===== src/rtl/pos_cell_reader_pkg.sv =====
// Shared MD cell-memory definitions: controller states and the read latency
// of the cell memory, used by both the cell reader and the cell writer.
package pos_cell_reader_pkg;

    localparam int RD_LAT = 2;

    typedef enum logic [2:0] {
        ST_IDLE,
        ST_RD_CNT,
        ST_WAIT_CNT,
        ST_STREAM,
        ST_DRAIN,
        ST_DONE
    } rd_state_t;

endpackage


===== src/rtl/pos_reader_fifo.sv =====
// First-word-fall-through output buffer for the cell reader; head is valid
// whenever the buffer is non-empty.
module pos_reader_fifo #(
    parameter int DEPTH = 4,
    parameter int WIDTH = 97
) (
    input  logic                     clk,
    input  logic                     rst,
    input  logic                     push,
    input  logic [WIDTH-1:0]         push_data,
    input  logic                     pop,
    output logic [WIDTH-1:0]         head,
    output logic                     empty,
    output logic [$clog2(DEPTH):0]   count
);
    localparam int AW = $clog2(DEPTH);

    logic [WIDTH-1:0] mem [DEPTH];
    logic [AW:0]      wr_ptr, rd_ptr;
    logic             do_push, do_pop;

    assign count   = wr_ptr - rd_ptr;
    assign empty   = (count == '0);
    assign do_pop  = pop && !empty;
    assign do_push = push && ((count != (AW+1)'(DEPTH)) || do_pop);
    assign head    = mem[rd_ptr[AW-1:0]];

    always_ff @(posedge clk or posedge rst) begin
        if (rst) begin
            wr_ptr <= '0;
            rd_ptr <= '0;
        end else begin
            if (do_push) wr_ptr <= wr_ptr + 1'b1;
            if (do_pop)  rd_ptr <= rd_ptr + 1'b1;
        end
    end

    always_ff @(posedge clk) begin
        if (do_push) mem[wr_ptr[AW-1:0]] <= push_data;
    end

endmodule


===== src/rtl/pos_cell_reader.sv =====
// Streams every particle position of one cell memory out on a ready/valid
// port: reads the count at address 0, then words 1..count with credit flow control.
module pos_cell_reader
    import pos_cell_reader_pkg::*;
#(
    parameter int DATA_WIDTH   = 96,
    parameter int PARTICLE_NUM = 220,
    parameter int ADDR_WIDTH   = 8,
    parameter int FIFO_DEPTH   = 4
) (
    input  logic                  clk,
    input  logic                  rst,
    input  logic                  start,
    output logic                  busy,
    output logic                  done,
    output logic                  cnt_err,
    output logic [ADDR_WIDTH-1:0] particle_count,
    output logic [ADDR_WIDTH-1:0] mem_address,
    output logic                  mem_rden,
    output logic                  mem_wren,
    output logic [DATA_WIDTH-1:0] mem_data,
    input  logic [DATA_WIDTH-1:0] mem_q,
    output logic                  out_valid,
    input  logic                  out_ready,
    output logic [DATA_WIDTH-1:0] out_data,
    output logic                  out_last
);
    localparam int CW = $clog2(FIFO_DEPTH) + 1;
    localparam logic [ADDR_WIDTH-1:0] MAX_CNT = ADDR_WIDTH'(PARTICLE_NUM - 1);

    rd_state_t             state, state_n;
    logic [1:0]            wait_cnt;
    logic [1:0]            inflight;
    logic [RD_LAT-1:0]     vld_pipe, last_pipe;
    logic [ADDR_WIDTH-1:0] rd_ptr, addr_hold, rd_addr, raw_cnt;
    logic                  issue, issue_last, ret, pop, fifo_empty;
    logic                  wait_last, drain_ok, can_issue;
    logic [CW-1:0]         fifo_cnt;
    logic [CW:0]           credit_used;
    logic [DATA_WIDTH:0]   head;

    assign mem_wren    = 1'b0;
    assign mem_data    = '0;
    assign mem_address = rd_addr;
    assign busy        = (state != ST_IDLE);
    assign done        = (state == ST_DONE);

    assign raw_cnt     = mem_q[ADDR_WIDTH-1:0];
    assign wait_last   = (wait_cnt == 2'(RD_LAT - 1));
    assign ret         = vld_pipe[RD_LAT-1];
    assign issue_last  = (rd_ptr == particle_count);

    // Reads in flight plus buffered words may never exceed the buffer depth,
    // so every returning word has a slot waiting for it.
    assign credit_used = {1'b0, fifo_cnt} + {{(CW-1){1'b0}}, inflight};
    assign can_issue   = (credit_used < (CW+1)'(FIFO_DEPTH));

    assign out_valid   = !fifo_empty;
    assign pop         = out_valid && out_ready;
    assign out_data    = head[DATA_WIDTH-1:0];
    assign out_last    = !fifo_empty && head[DATA_WIDTH];

    // Leave DRAIN in the same cycle the final word is taken, so done follows it directly.
    assign drain_ok    = (inflight == 2'd0) &&
                         (fifo_empty || (fifo_cnt == CW'(1) && pop));

    always_comb begin
        state_n  = state;
        mem_rden = 1'b0;
        rd_addr  = addr_hold;
        issue    = 1'b0;
        case (state)
            ST_IDLE:     if (start) state_n = ST_RD_CNT;
            ST_RD_CNT: begin
                mem_rden = 1'b1;
                rd_addr  = '0;
                state_n  = ST_WAIT_CNT;
            end
            ST_WAIT_CNT: if (wait_last) state_n = (raw_cnt == '0) ? ST_DONE : ST_STREAM;
            ST_STREAM: begin
                if (can_issue) begin
                    issue    = 1'b1;
                    mem_rden = 1'b1;
                    rd_addr  = rd_ptr;
                    if (issue_last) state_n = ST_DRAIN;
                end
            end
            ST_DRAIN:    if (drain_ok) state_n = ST_DONE;
            ST_DONE:     state_n = ST_IDLE;
            default:     state_n = ST_IDLE;
        endcase
    end

    always_ff @(posedge clk or posedge rst) begin
        if (rst) begin
            state          <= ST_IDLE;
            wait_cnt       <= '0;
            inflight       <= '0;
            vld_pipe       <= '0;
            last_pipe      <= '0;
            rd_ptr         <= '0;
            addr_hold      <= '0;
            particle_count <= '0;
            cnt_err        <= 1'b0;
        end else begin
            state     <= state_n;
            addr_hold <= rd_addr;
            vld_pipe  <= {vld_pipe[RD_LAT-2:0], issue};
            last_pipe <= {last_pipe[RD_LAT-2:0], issue && issue_last};
            inflight  <= inflight + {1'b0, issue} - {1'b0, ret};

            if (state == ST_IDLE && start) cnt_err <= 1'b0;

            if (state == ST_RD_CNT)        wait_cnt <= '0;
            else if (state == ST_WAIT_CNT) wait_cnt <= wait_cnt + 2'd1;

            if (state == ST_WAIT_CNT && wait_last) begin
                particle_count <= (raw_cnt > MAX_CNT) ? MAX_CNT : raw_cnt;
                cnt_err        <= (raw_cnt > MAX_CNT);
                rd_ptr         <= ADDR_WIDTH'(1);
            end else if (issue) begin
                rd_ptr <= rd_ptr + 1'b1;
            end
        end
    end

    pos_reader_fifo #(
        .DEPTH (FIFO_DEPTH),
        .WIDTH (DATA_WIDTH + 1)
    ) u_fifo (
        .clk       (clk),
        .rst       (rst),
        .push      (ret),
        .push_data ({last_pipe[RD_LAT-1], mem_q}),
        .pop       (pop),
        .head      (head),
        .empty     (fifo_empty),
        .count     (fifo_cnt)
    );

endmodule


===== config.mk =====
export PLATFORM = sky130hd
export DESIGN_NAME = pos_cell_reader
export DESIGN_NICKNAME = d
export VERILOG_FILES = /design/src/rtl/pos_cell_reader_pkg.sv /design/src/rtl/pos_reader_fifo.sv /design/src/rtl/pos_cell_reader.sv
export SDC_FILE = /design/constraint.sdc
export NUM_CORES = 1
export LEC_CHECK = 0
export BUFFER_PORTS_ARGS = -buffer_cell sky130_fd_sc_hd__buf_2
export CAP_MARGIN = 20
export CORE_ASPECT_RATIO = 1.5
export CORE_UTILIZATION = 54
export CTS_CLUSTER_DIAMETER = 120
export CTS_CLUSTER_SIZE = 40
export DETAILED_ROUTE_END_ITERATION = 6
export PLACE_DENSITY = 0.88
export REMOVE_ABC_BUFFERS = 1
export SYNTH_ARGS = -nofsm -noshare
export SYNTH_HDL_FRONTEND = slang
export SYNTH_HIERARCHICAL = 1
export SYNTH_SLANG_ARGS = --single-unit

===== constraint.sdc =====
create_clock -name clk -period 9.46 [get_ports clk]
set_input_delay 0.946 -clock clk [delete_from_list [all_inputs] [get_ports clk]]
set_output_delay 0.946 -clock clk [all_outputs]
set_load 0.02 [all_outputs]

# ---- Word level (Yosys, flattened, before mapping)
# Memories as Yosys holds them, arrays and structs flattened.
# Cells that the tools add are included.
dict set report totals {
  reg_bits 42
  mem_bits_rw 388
  mem_count 1
}
# name depth word_bits read_ports rd_ports_with_merged_regs wr line
set mem_list {}
lappend mem_list {u_fifo.mem 4 97 1 0 1 pos_reader_fifo.sv:18} ;# logic [WIDTH-1:0] mem [DEPTH];
dict set report op_classes {
  addsub 8
  order_cmp 2
  n_eq_ne 14
  n_mux 21
  reduce_logical 21
}
# op n
set op_table {}
lappend op_table {{8-bit 2-to-1 mux} 4}
lappend op_table {{3-bit 2-to-1 mux} 6}
lappend op_table {{8-bit case mux with 2 select lines} 1}
lappend op_table {{3-bit case mux with 5 select lines} 1}
lappend op_table {{2-bit inequality test (second input constant)} 5}
lappend op_table {{1-bit logical AND} 9}
lappend op_table {{8-bit by 1-bit adder with 8-bit output (second input constant)} 1}
lappend op_table {{8-bit equality test} 1}
lappend op_table {{8-bit > comparator (second input constant)} 1}
lappend op_table {{8-bit zero test} 1}
lappend op_table {{3-bit by 1-bit adder with 3-bit output (second input constant)} 2}
lappend op_table {{3-bit by 1-bit equality test with 1-bit output (second input constant)} 2}
lappend op_table {{3-bit by 2-bit equality test with 1-bit output (second input constant)} 2}
lappend op_table {{3-bit equality test (second input constant)} 2}
lappend op_table {{3-bit zero test} 2}
lappend op_table {{1-bit 2-to-1 mux} 6}
lappend op_table {{2-bit nonzero test} 3}
lappend op_table {{5-bit AND reduction} 1}
lappend op_table {{3-bit by 2-bit adder with 4-bit output} 1}
lappend op_table {{4-bit by 3-bit less-than comparator with 1-bit output (second input constant)} 1}
lappend op_table {{2-bit 2-to-1 mux} 2}
lappend op_table {{3-bit inequality test (second input constant)} 1}
lappend op_table {{3-bit nonzero test} 1}
lappend op_table {{3-bit subtractor} 1}
lappend op_table {{other kinds (8)} 9}

# ---- Depth between registers and ports, before layout
# Gate-level depths: netlist (run 1).
dict set report depth {
  word_depth 9
  mapped_depth 14
  mapped_depth_nobuf 13
}

# ---- By module
# Netlist (run 1), hierarchy kept.
# module instances cells_each area_each_um2 seq_area_each_um2
set by_module_without_submodules {}
lappend by_module_without_submodules {pos_reader_fifo 1 551 14401.3 11801.3}
lappend by_module_without_submodules {pos_cell_reader 1 271 2598.7 900.9}

# ---- Least setup slack after synthesis (run 1)
# Ideal clock, no wire load.
dict set report synth_path {
  path_kind {reg-to-reg}
  from {register u_fifo.wr_ptr[0]}
  to {memory u_fifo.mem[3][0] (enable)}
  setup_time_ns 0.585
  arrival_time_ns 6.583
  t_required_ns 8.875
  path_slack_ns 2.291
  path_stages_with_launch 9
  cell_sequence {dfrtp_1 inv_1 ha_1 fa_1 xor3_2 nor2_1 nor2b_1 and3b_1 a21oi_1}
}
dict set report synth_between {
  elab_chain_cells 9
  word_cells_on_any_way 10
  cone_classes {1 x add/sub; 1 x eq/ne; 2 x mux; 6 x reduce/logical}
}
# element line
set synth_lines {}
lappend synth_lines {{start: declaration} pos_reader_fifo.sv:19} ;# logic [AW:0] wr_ptr, rd_ptr;
lappend synth_lines {{start signal: assignment} pos_reader_fifo.sv:33} ;# if (do_push) wr_ptr <= wr_ptr + 1'b1;
lappend synth_lines {{3-bit subtractor} pos_reader_fifo.sv:22} ;# assign count = wr_ptr - rd_ptr;
lappend synth_lines {{net fifo_cnt[2]} pos_cell_reader.sv:38} ;# logic [CW-1:0] fifo_cnt;
lappend synth_lines {{3-bit zero test} pos_reader_fifo.sv:23} ;# assign empty = (count == '0);
lappend synth_lines {{net fifo_empty} pos_cell_reader.sv:36} ;# logic issue, issue_last, ret, pop, fifo_empty;
lappend synth_lines {{1-bit zero test} pos_cell_reader.sv:58} ;# assign out_valid = !fifo_empty;
lappend synth_lines {{1-bit logical AND} pos_cell_reader.sv:59} ;# assign pop = out_valid && out_ready;
lappend synth_lines {{net pop} pos_cell_reader.sv:36}
lappend synth_lines {{1-bit logical AND} pos_reader_fifo.sv:24} ;# assign do_pop = pop && !empty;
lappend synth_lines {{1-bit logical OR} pos_reader_fifo.sv:25} ;# assign do_push = push && ((count != (AW+1)'(DEPTH)) || do_pop);
lappend synth_lines {{1-bit logical AND} pos_reader_fifo.sv:25}
lappend synth_lines {{1-bit 2-to-1 mux} pos_reader_fifo.sv:39} ;# if (do_push) mem[wr_ptr[AW-1:0]] <= push_data;
lappend synth_lines {{1-bit 2-to-1 mux (not written as such)} pos_reader_fifo.sv:39}
lappend synth_lines {{end: declaration} pos_reader_fifo.sv:18}
# The timed path passes the listed nets, and every way through them passes these cells.

# ---- Worst setup path after layout (run 1)
dict set report layout_path {
  from {register u_fifo.rd_ptr[1]}
  to {output port mem_address[7]}
}
dict set report layout_between {
  elab_chain_cells 5
}
# element line
set layout_lines {}
lappend layout_lines {{start: declaration} pos_reader_fifo.sv:19}
lappend layout_lines {{start signal: assignment} pos_reader_fifo.sv:34} ;# if (do_pop) rd_ptr <= rd_ptr + 1'b1;
lappend layout_lines {{3-bit subtractor} pos_reader_fifo.sv:22}
lappend layout_lines {{net fifo_cnt[1]} pos_cell_reader.sv:38}
lappend layout_lines {{3-bit by 2-bit adder with 4-bit output} pos_cell_reader.sv:55} ;# assign credit_used = {1'b0, fifo_cnt} + {{(CW-1){1'b0}}, inflight};
lappend layout_lines {{4-bit by 3-bit less-than comparator with 1-bit output} pos_cell_reader.sv:56} ;# assign can_issue = (credit_used < (CW+1)'(FIFO_DEPTH));
lappend layout_lines {{8-bit 2-to-1 mux} pos_cell_reader.sv:81} ;# if (can_issue) begin
lappend layout_lines {{8-bit case mux with 2 select lines} pos_cell_reader.sv:72} ;# case (state)
lappend layout_lines {{end: declaration} pos_cell_reader.sv:18} ;# output logic [ADDR_WIDTH-1:0] mem_address,
# The timed path passes the listed nets, and every way through them passes these cells.

==> results.sh, run 1 <==
export IMPL_status="complete, no violations"
export IMPL_cts_reportedPaths_clkPinSlew_ns=0.13
export IMPL_path_buf_inv=2
export IMPL_period_share=0.489
export IMPL_fillCellCount=2211
export IMPL_worst_pin_slew_ns=1.07
export IMPL_die_h_um=219
export IMPL_multiInputGateArea_sq_mm=0.00375
export IMPL_synth_area_sq_mm=0.0170
export IMPL_fin_area_sq_mm=0.0187
export IMPL_arrival_ns=3.68
export IMPL_finalSetupViolCount=0
export IMPL_cts_max_path_buffers=3
export IMPL_p_int_w=0.00348
export IMPL_post_route_min_period_ns=4.63
export IMPL_yosysWarnings=6
export IMPL_synth_edf_count=388
export IMPL_row_count=79
export IMPL_io_pin_count=315
export IMPL_layout_nets=1146
export IMPL_critPathSlowestCell="dfrtp_4"
export IMPL_slew_headroom=0.288
export IMPL_clkPwrFrac=0.150
export IMPL_syn_inst=822
export IMPL_ys_ff_latch=430
export IMPL_dp_cells=1422
export IMPL_final_antenna_net_count=0
export IMPL_drt_wirelength_per_cell_um=21.3
export IMPL_slew_violations=0
export IMPL_post_synth_and_or_nand_nor_area_fraction=0.0247
export IMPL_crit_required_ns=8.51
export IMPL_die_x_um=147
export IMPL_final_cells=1455
export IMPL_crit_type="flip-flop to primary output"
export IMPL_core_area_sq_mm=0.0310
export IMPL_avgSynthCellArea_sq_um=20.7
export IMPL_start_util=0.548
export IMPL_hold_viol_final=0
export IMPL_max_cap_viol_count=0
export IMPL_wl_met1_um=10900
export IMPL_cts_hold_buf=0
export IMPL_gp_congestion=0.855
export IMPL_pwr_share_comb=0.389
export IMPL_layout_area_overhead_vs_synth_pct=9.76
export IMPL_max_stage_delay_ns=0.76
export IMPL_fmax_ghz=0.216
export IMPL_seqPwrFrac=0.461
export IMPL_yosys_area_share_adder=0.00927
export IMPL_clk_latency_ns=0.53
export IMPL_min_path_type="primary input to async pin"
export IMPL_leakagePower_nw=6.61
export IMPL_synth_top_cell_by_area="edfxtp_1"
export IMPL_cts_tree="built"
export IMPL_grt_pass1_wl_um=45500
export IMPL_synth_yosys_seq_area_share=0.747
export IMPL_cellPowerDensity_mw_per_mm2=289
export IMPL_antenna_found_initial=10
export IMPL_grtUsageTotal=0.190
export IMPL_cp_cell_sequence="fa_1, inv_1, ha_1, a311o_1, nor2_2, a22o_1, buf_2"
export IMPL_topRoutingLayerUsed="met5"
export IMPL_synth_compound_area_frac=0.0185
export IMPL_die_area_sq_mm=0.0322
export IMPL_drive_above_1_share=0.346
export IMPL_layout_area_seq_sq_mm=0.0127
export IMPL_numCtsBuffers=14
export IMPL_ys_flop_type="edfxtp_1"
export IMPL_muxShareOfSynthArea=0.133
export IMPL_worst_clock_skew_ns=0.0183
export IMPL_wl_met2_um=17200
export IMPL_synth_top_family_by_area="multiplexers"
export IMPL_ys_top_cells_by_area="edfxtp_1, mux4_2, dfrtp_1"
export IMPL_synth_xor_area_frac=0.0118
export IMPL_vias=7941
export IMPL_startpoint_type="flip-flop"
export IMPL_ir_drop_mv=0.301
export IMPL_p_switching_w=0.00191
export IMPL_grt_setup_unrepaired="false"
export IMPL_hpwl_um=20600
export IMPL_cp_top_family="adder cells"
export IMPL_drc_errors=0
export IMPL_viasPerCell=5.46
export IMPL_first_iter_violations=487
export IMPL_synth_distinct_cells=59
export IMPL_h_tree_depth=1
export IMPL_async_reset_ff_frac=0.0977
export IMPL_post_cts_setup_buffers=0
export IMPL_place_area_sq_mm=0.0182
export IMPL_dr_pass1_iters=5
export IMPL_end_kind="primary output"
export IMPL_cts_resized=0
export IMPL_wl_um=31000
export IMPL_switching_share=0.354
export IMPL_power_w=0.00539
export IMPL_wl_met3_um=1700
export IMPL_synth_top_cell_area_share=0.685
export IMPL_grt_start_max_net_pins=74
export IMPL_grt_pass1_vias=7969
export IMPL_path_max_fanout=46
export IMPL_clkSinkCount=430
export IMPL_yosysMostFrequentCell="edfxtp_1"
export IMPL_overflow=0
export IMPL_root_buffer="clkbuf_16"
export IMPL_port_buffers=217
export IMPL_yosys_top_cells_count="edfxtp_1, buf_4, mux4_2"
cells in the final DEF (no fill, tap or decap), types with 3 or more instances in the layout:
cell type / instances
clkbuf_16: 15
o21ai_1: 3
buf_2: 217
nand2_1: 12
inv_1: 13
xor2_1: 4
nand3_1: 5
dfrtp_1: 40
mux2_1: 3
xnor2_1: 16
mux4_2: 97
or3_1: 4
conb_1: 97
nor3_1: 3
a22o_1: 10
diode_2: 8
nor2_1: 17
edfxtp_1: 388
clkbuf_1: 8
buf_4: 8
and3_4: 3
a21oi_1: 6
o21ai_0: 5
ha_1: 11
nand4_1: 6
cells by family (layout without fill, tap and decap cells):
| kind of cell | count (synthesis) | after routing |
|---|---|---|
| buffers and inverters | 142 | 266 |
| AOI/OAI and AO/OA | 40 | 40 |
| xor gates and xnor gates | 21 | 21 |
| DFF | 430 | 430 |
| and+or+nand+nor | 72 | 72 |
| other | 1 | 105 |
| adders and majority gates | 12 | 12 |
| muxes | 104 | 104 |
worst register-to-register path, delay by kind of cell (launching register included):
family,cells,cell delay [ns]
buf+inv,1,0.92
flops,1,0.76
fa+ha+maj,1,0.60
simple gates,3,0.59
compound gates,1,0.77
xor+xnor,1,0.40
final timing paths:
check,cells past startpoint,slack [ns],from,endpoint
worst max-delay path,7,4.83,u_fifo/rd_ptr[1],mem_address[7]
worst min-delay path,2,0.33,rst,u_fifo/rd_ptr[0]
worst max register to register,7,4.96,u_fifo/rd_ptr[1],u_fifo/mem[3][93]
worst min register to register,0,0.36,vld_pipe[0],vld_pipe[1]
max in group asynchronous,3,8.64,rst,particle_count[7]
min in group clk,0,0.36,vld_pipe[0],vld_pipe[1]
flip-flops by register name, indices dropped and copies added, names as in the netlist:
name	flops
u_fifo/rd_ptr	3
last_pipe	2
vld_pipe	2
particle_count	8
state	3
addr_hold	8
u_fifo/mem	388
wait_cnt	2
rd_ptr	8
inflight	2
cnt_err	1
u_fifo/wr_ptr	3
power groups by stage:
stage               clock, W  combinational [W]  sequential (W)
floorplan                  0            0.00140         0.00264
global placement           0            0.00206         0.00251
detailed placement         0            0.00210         0.00253
CTS                 0.000833            0.00211         0.00249
global route        0.000880            0.00223         0.00251
finish              0.000810            0.00209         0.00248
final cells by class:
class                      count  share of cell area
sequential                   430               0.681
clock inverter                 1            0.000604
timing repair buffer         227              0.0644
tap                          405              0.0272
inverter                      15             0.00302
clock buffer                  23              0.0217
multi-input combinational    346               0.201
antenna                        8             0.00107
metal layers:
metal  vias up  global-route usage
met2       299               0.355
met1      4077               0.214
li1       3501                   -
met3        58              0.0272
met5         -                   0
met4         6              0.0830
through the flow:
step | setup TNS (ns) | hold WS, ns | setup WS (ns) | utilization
3_3_place_gp | 0 | 0.334 | 4.99 | 0.585
6_report | 0 | 0.333 | 4.83 | 0.601
4_1_cts | 0 | 0.320 | 4.81 | 0.600
5_1_grt | 0 | 0.336 | 4.67 | 0.601
2_1_floorplan | -108.28 | 0.331 | -1.12 | -
3_5_place_dp | 0 | 0.336 | 4.95 | 0.586
Power figures use the tool's default switching activity.
==> inputs of run 2 (changes only) <==
--- a/config.mk
+++ b/config.mk
@@ -8,11 +8,11 @@
 export BUFFER_PORTS_ARGS = -buffer_cell sky130_fd_sc_hd__buf_2
 export CAP_MARGIN = 20
 export CORE_ASPECT_RATIO = 1.5
-export CORE_UTILIZATION = 54
+export CORE_UTILIZATION = 50
 export CTS_CLUSTER_DIAMETER = 120
 export CTS_CLUSTER_SIZE = 40
 export DETAILED_ROUTE_END_ITERATION = 6
-export PLACE_DENSITY = 0.88
+export PLACE_DENSITY = 0.86
 export REMOVE_ABC_BUFFERS = 1
 export SYNTH_ARGS = -nofsm -noshare
 export SYNTH_HDL_FRONTEND = slang
==> constraint.sdc (replaced) <==
create_clock -name clk -period 4.15 [get_ports clk]
set_input_delay 0.415 -clock clk [delete_from_list [all_inputs] [get_ports clk]]
set_output_delay 0.415 -clock clk [all_outputs]
set_load 0.02 [all_outputs]
==> results.sh, run 2 (synthesis results as in run 1) <==
export IMPL_grt_pass1_vias=8063
export IMPL_status="finished, violations left"
export IMPL_die_area_sq_mm=0.0348
export IMPL_gp_congestion=0.816
export IMPL_cts_tree="built"
export IMPL_cts_reportedPaths_clkPinSlew_ns=0.14
export IMPL_holdWs_ns=0.102
export IMPL_hpwl_um=20900
export IMPL_period_share=0.930
export IMPL_max_cap_viol_count=0
export IMPL_largest_reg_flops=388
export IMPL_leakagePower_nw=6.65
export IMPL_pre_cts_ws_ns=0.722
export IMPL_crit_type="flip-flop to primary output"
export IMPL_viasPerCell=5.36
export IMPL_worst_clock_skew_ns=0.0159
export IMPL_clkSinkCount=430
export IMPL_cts_max_path_buffers=3
export IMPL_post_route_min_period_ns=3.86
export IMPL_h_tree_depth=1
export IMPL_arrival_ns=3.44
export IMPL_worst_pin_slew_ns=0.949
export IMPL_clkPwrFrac=0.148
export IMPL_slew_headroom=0.366
export IMPL_core_area_sq_mm=0.0334
export IMPL_seqPwrFrac=0.455
export IMPL_drt_wirelength_per_cell_um=21.2
export IMPL_io_pin_count=315
export IMPL_layout_nets=1151
export IMPL_start_util=0.508
export IMPL_setup_tns_final_ns=0
export IMPL_die_x_um=153
export IMPL_grt_start_max_net_pins=100
export IMPL_first_iter_violations=538
export IMPL_root_buffer="clkbuf_16"
export IMPL_cellPowerDensity_mw_per_mm2=654
export IMPL_final_common_cell="edfxtp_1"
export IMPL_place_area_sq_mm=0.0183
export IMPL_clk_latency_ns=0.52
export IMPL_overflow=0
export IMPL_drc_errors=12
export IMPL_slew_violations=0
export IMPL_setup_slack_ns=0.292
export IMPL_p_int_w=0.00794
export IMPL_p_switching_w=0.00433
export IMPL_layout_area_overhead_vs_synth_pct=10.4
export IMPL_finalSetupViolCount=0
export IMPL_mostFrequentLayoutCells="edfxtp_1, buf_2, conb_1, mux4_2, dfrtp_1"
export IMPL_grt_setup_unrepaired="false"
export IMPL_dr_pass1_iters=7
export IMPL_violations="design-rule violations"
export IMPL_row_count=82
export IMPL_pwr_share_comb=0.398
export IMPL_fmax_ghz=0.259
export IMPL_wl_um=31200
export IMPL_switching_share=0.353
export IMPL_fin_area_sq_mm=0.0188
export IMPL_antenna_found_initial=10
export IMPL_grtUsageTotal=0.179
export IMPL_hold_viol_final=0
export IMPL_ir_drop_mv=0.582
export IMPL_vias=7873
export IMPL_startpoint_type="flip-flop"
export IMPL_final_antenna_net_count=0
export IMPL_die_h_um=228
export IMPL_port_buffers=217
export IMPL_numCtsBuffers=14
export IMPL_crit_required_ns=3.73
export IMPL_min_path_type="primary input to flip-flop"
export IMPL_path_max_fanout=9
export IMPL_end_kind="primary output"
export IMPL_drive_above_1_share=0.350
export IMPL_grt_pass1_wl_um=46900
export IMPL_cts_resized=0
export IMPL_utilization=0.561
==> run 2: cell count changes in the layout (fill, tap and decap cells not counted) <==
cell           delta
buf_16            -2
diode_2           -1
clkbuf_1          -4
dlygate4sd3_1     +1
buf_4             -2
buf_12            +8
==> run 2: metal layers <==
metal / global-route usage / vias up / routed length, um
met1: 0.207 / 4082 / 11200
li1: - / 3500 / -
met3: 0.0264 / 50 / 1540
met2: 0.334 / 235 / 17300
met4: 0.0707 / 6 / 1040
met5: 0 / - / 45
==> run 2: area by class of cell <==
type	count	area, sq um
Inverter	15	56.3
Sequential cell	430	12700
Tap cell	420	526
Antenna cell	7	17.5
Fill cell	2509	14700
Clock buffer	19	390
Multi-Input combinational cell	346	3750
Clock inverter	1	11.3
Timing Repair Buffer	232	1300
==> run 2: what timing repair did <==
item                                   4_1_cts  5_1_grt
endpoints found under the hold margin       17        0
buffers inserted                             0        0
hold buffers                                 1        0
==> run 2: path summary, 6_finish.rpt <==
kind | end | cells past startpoint | start | slack (ns)
setup / recovery | mem_address[5] | 9 | u_fifo/wr_ptr[0] | 0.29
setup reg to reg | u_fifo/mem[1][44] | 10 | u_fifo/wr_ptr[0] | 0.71
max in group asynchronous | state[1] | 4 | rst | 3.03
hold / removal | u_fifo/mem[2][40] | 1 | mem_q[40] | 0.10
hold reg to reg | vld_pipe[1] | 0 | vld_pipe[0] | 0.37
min in group asynchronous | u_fifo/rd_ptr[0] | 3 | rst | 0.36
==> run 2: power by group through the flow <==
stage          clock, W  sequential, W  combinational, W
2_1_floorplan         0        0.00602           0.00319
3_3_place_gp          0        0.00563           0.00487
3_5_place_dp          0        0.00568           0.00495
4_1_cts         0.00187        0.00558           0.00497
5_1_grt         0.00198        0.00563           0.00523
6_report        0.00181        0.00558           0.00488
==> run 2: critical path, cell delays in order (launching register included) <==
cell	delay, ns
dfrtp_1	0.44
inv_1	0.11
ha_1	0.23
fa_1	0.55
inv_1	0.08
ha_1	0.32
a311o_1	0.34
a211o_1	0.45
a22o_1	0.25
buf_2	0.16
==> run 2: per-stage QoR <==
| stage | power, W | cells |
|---|---|---|
| after detailed placement | 0.0106 | 1442 |
| after global routing | 0.0128 | 1470 |
| final | 0.0123 | 1470 |
| after floorplan | 0.00920 | 791 |
| after global placement | 0.0105 | 1442 |
| after CTS | 0.0124 | 1463 |
==> inputs of run 3 (changes only) <==
--- a/config.mk
+++ b/config.mk
@@ -5,6 +5,7 @@
 export SDC_FILE = /design/constraint.sdc
 export NUM_CORES = 1
 export LEC_CHECK = 0
+export ABC_AREA = 1
 export BUFFER_PORTS_ARGS = -buffer_cell sky130_fd_sc_hd__buf_2
 export CAP_MARGIN = 20
 export CORE_ASPECT_RATIO = 1.5
==> results.sh, run 3 <==
export IMPL_r2r_start="u_fifo/wr_ptr[0]"
export IMPL_slew_headroom=0.278
export IMPL_grt_pass1_vias=9984
export IMPL_rr_worst_depth=13
export IMPL_layout_nets=1631
export IMPL_min_from="mem_q[39]"
export IMPL_ys_flop_type="edfxtp_1"
export IMPL_antenna_found_initial=7
export IMPL_place_area_sq_mm=0.0186
export IMPL_cellPowerDensity_mw_per_mm2=655
export IMPL_die_h_um=230
export IMPL_dr_pass1_iters=5
export IMPL_leakagePower_nw=7.02
export IMPL_grt_start_max_net_pins=111
export IMPL_synth_area_sq_mm=0.0174
export IMPL_dp_cells=1927
export IMPL_port_buffers=217
export IMPL_clk_latency_ns=0.52
export IMPL_worst_clock_skew_ns=0.0161
export IMPL_setup_slack_ns=0.293
export IMPL_core_area_sq_mm=0.0343
export IMPL_max_cap_viol_count=0
export IMPL_slew_violations=0
export IMPL_avgSynthCellArea_sq_um=13.0
export IMPL_worst_pin_slew_ns=1.08
export IMPL_yosysWarnings=6
export IMPL_viasPerCell=5.48
export IMPL_utilization=0.554
export IMPL_r2r_slack_ns=0.52
export IMPL_hold_viol_final=0
export IMPL_pre_cts_ws_ns=0.601
export IMPL_numCtsBuffers=14
export IMPL_yosysMostFrequentCell="edfxtp_1"
export IMPL_drc_errors=0
export IMPL_hpwl_um=22700
export IMPL_crit_type="flip-flop to primary output"
export IMPL_synth_top_cell_area_share=0.670
export IMPL_post_cts_setup_buffers=0
export IMPL_die_x_um=154
export IMPL_min_path_type="primary input to flip-flop"
export IMPL_drt_wirelength_per_cell_um=18.3
export IMPL_timing_rr_end="u_fifo/mem[1][95]"
export IMPL_finalSetupViolCount=0
export IMPL_yosys_top_cells_count="edfxtp_1, nor2_1, o21ai_0"
export IMPL_clkSinkCount=430
export IMPL_grtUsageTotal=0.198
export IMPL_drive_above_1_share=0.177
export IMPL_wl_um=35900
export IMPL_syn_inst=1334
export IMPL_async_reset_ff_frac=0.0977
export IMPL_ys_top_cells_by_area="edfxtp_1, dfrtp_1, nor2_1"
export IMPL_synth_top_cell_by_area="edfxtp_1"
export IMPL_grt_setup_unrepaired="false"
export IMPL_ir_drop_mv=0.427
export IMPL_synth_edf_count=388
export IMPL_start_util=0.508
export IMPL_largest_reg_flops=388
export IMPL_first_iter_violations=922
export IMPL_crit_required_ns=3.73
export IMPL_status="complete, no violations"
export IMPL_synth_yosys_seq_area_share=0.730
export IMPL_end_kind="primary output"
export IMPL_io_pin_count=315
export IMPL_synth_distinct_cells=35
export IMPL_hold_path_endpoint="u_fifo/mem[3][39]"
export IMPL_startpoint_type="flip-flop"
export IMPL_vias=10700
export IMPL_cts_reportedPaths_clkPinSlew_ns=0.14
export IMPL_h_tree_depth=1
export IMPL_cts_tree="built"
export IMPL_post_route_min_period_ns=3.86
export IMPL_overflow=0
export IMPL_final_common_cell="edfxtp_1"
export IMPL_root_buffer="clkbuf_16"
export IMPL_layout_area_overhead_vs_synth_pct=9.21
export IMPL_min_delay_path_depth=1
export IMPL_path_max_fanout=110
export IMPL_gp_congestion=0.888
export IMPL_power_w=0.0125
export IMPL_row_count=83
export IMPL_arrival_ns=3.44
export IMPL_grt_pass1_wl_um=54300
export IMPL_final_cells=1958
export IMPL_fin_area_sq_mm=0.0190
export IMPL_mostFrequentLayoutCells="edfxtp_1, buf_2, nor2_1"
export IMPL_die_area_sq_mm=0.0356
export IMPL_fillCellCount=2680
export IMPL_multiInputGateArea_sq_mm=0.00377
export IMPL_ys_ff_latch=430
export IMPL_layout_area_seq_sq_mm=0.0127
export IMPL_cts_max_path_buffers=3
export IMPL_final_antenna_net_count=0
export IMPL_period_share=0.929
export IMPL_fmax_ghz=0.259
run 3: cells by family (layout without fill, tap and decap cells):
logic type	count (synthesis)	count (layout)	share of synthesized area
AO/OA/AOI/OAI	324	324	0.101
adder cells (fa/ha/maj)	12	12	0.00906
buffers and inverters	218	315	0.0757
other	1	103	0.000216
XOR/XNOR	7	7	0.00352
flip-flops	430	430	0.730
AND/OR/NAND/NOR	342	342	0.0804
run 3: what timing repair did:
item | in CTS | in global routing
hold endpoints to repair | 32 | 0
hold buffers | 1 | 0
gates resized for setup | 0 | 0
run 3: worst max path at each step:
stage,from,depth (start not counted),end,slack (ns)
detailed placement,u_fifo/wr_ptr[0],13,u_fifo/mem[1][78],0.60
global placement,u_fifo/rd_ptr[0],12,u_fifo/mem[1][78],0.66
floorplan,u_fifo/rd_ptr[0],11,u_fifo/mem[0][0],-5.16
finish,u_fifo/rd_ptr[0],5,out_data[14],0.29
CTS,u_fifo/rd_ptr[0],5,out_data[14],0.27
global route,u_fifo/rd_ptr[0],5,out_data[44],0.11
run 3: area by class of cell:
type,instances,area share
antenna,6,0.000790
multi-input combinational,782,0.198
sequential,430,0.669
clock inverter,1,0.000593
tap,425,0.0280
clock buffer,23,0.0213
timing repair buffer,236,0.0707
inverter,55,0.0113
run 3: worst max-delay path, stage by stage, from the launching register on:
cell     delay, ns
dfrtp_4       0.43
buf_4         0.66
buf_4         0.95
o21ai_0       0.22
o22ai_1       0.35
buf_2         0.23
run 3: per-layer routing:
metal,GRT usage,routed length [um]
met1,0.246,13800
met2,0.348,18500
met3,0.0272,2310
met4,0.0820,1310
met5,0,23
run 3: power breakdown:
group	leakage [nW]	internal, W	total (W)	switching (W)
clock network	0.200	0.000696	0.00183	0.00113
logic	2.78	0.00150	0.00526	0.00376
registers	4.03	0.00517	0.00536	0.000191
run 3: metrics by stage:
step	setup TNS (ns)	hold WS [ns]
floorplan	-2156.83	0.206
global placement	0	0.333
detailed placement	0	0.339
CTS	0	0.0742
global route	0	0.0764
finish	0	0.0963
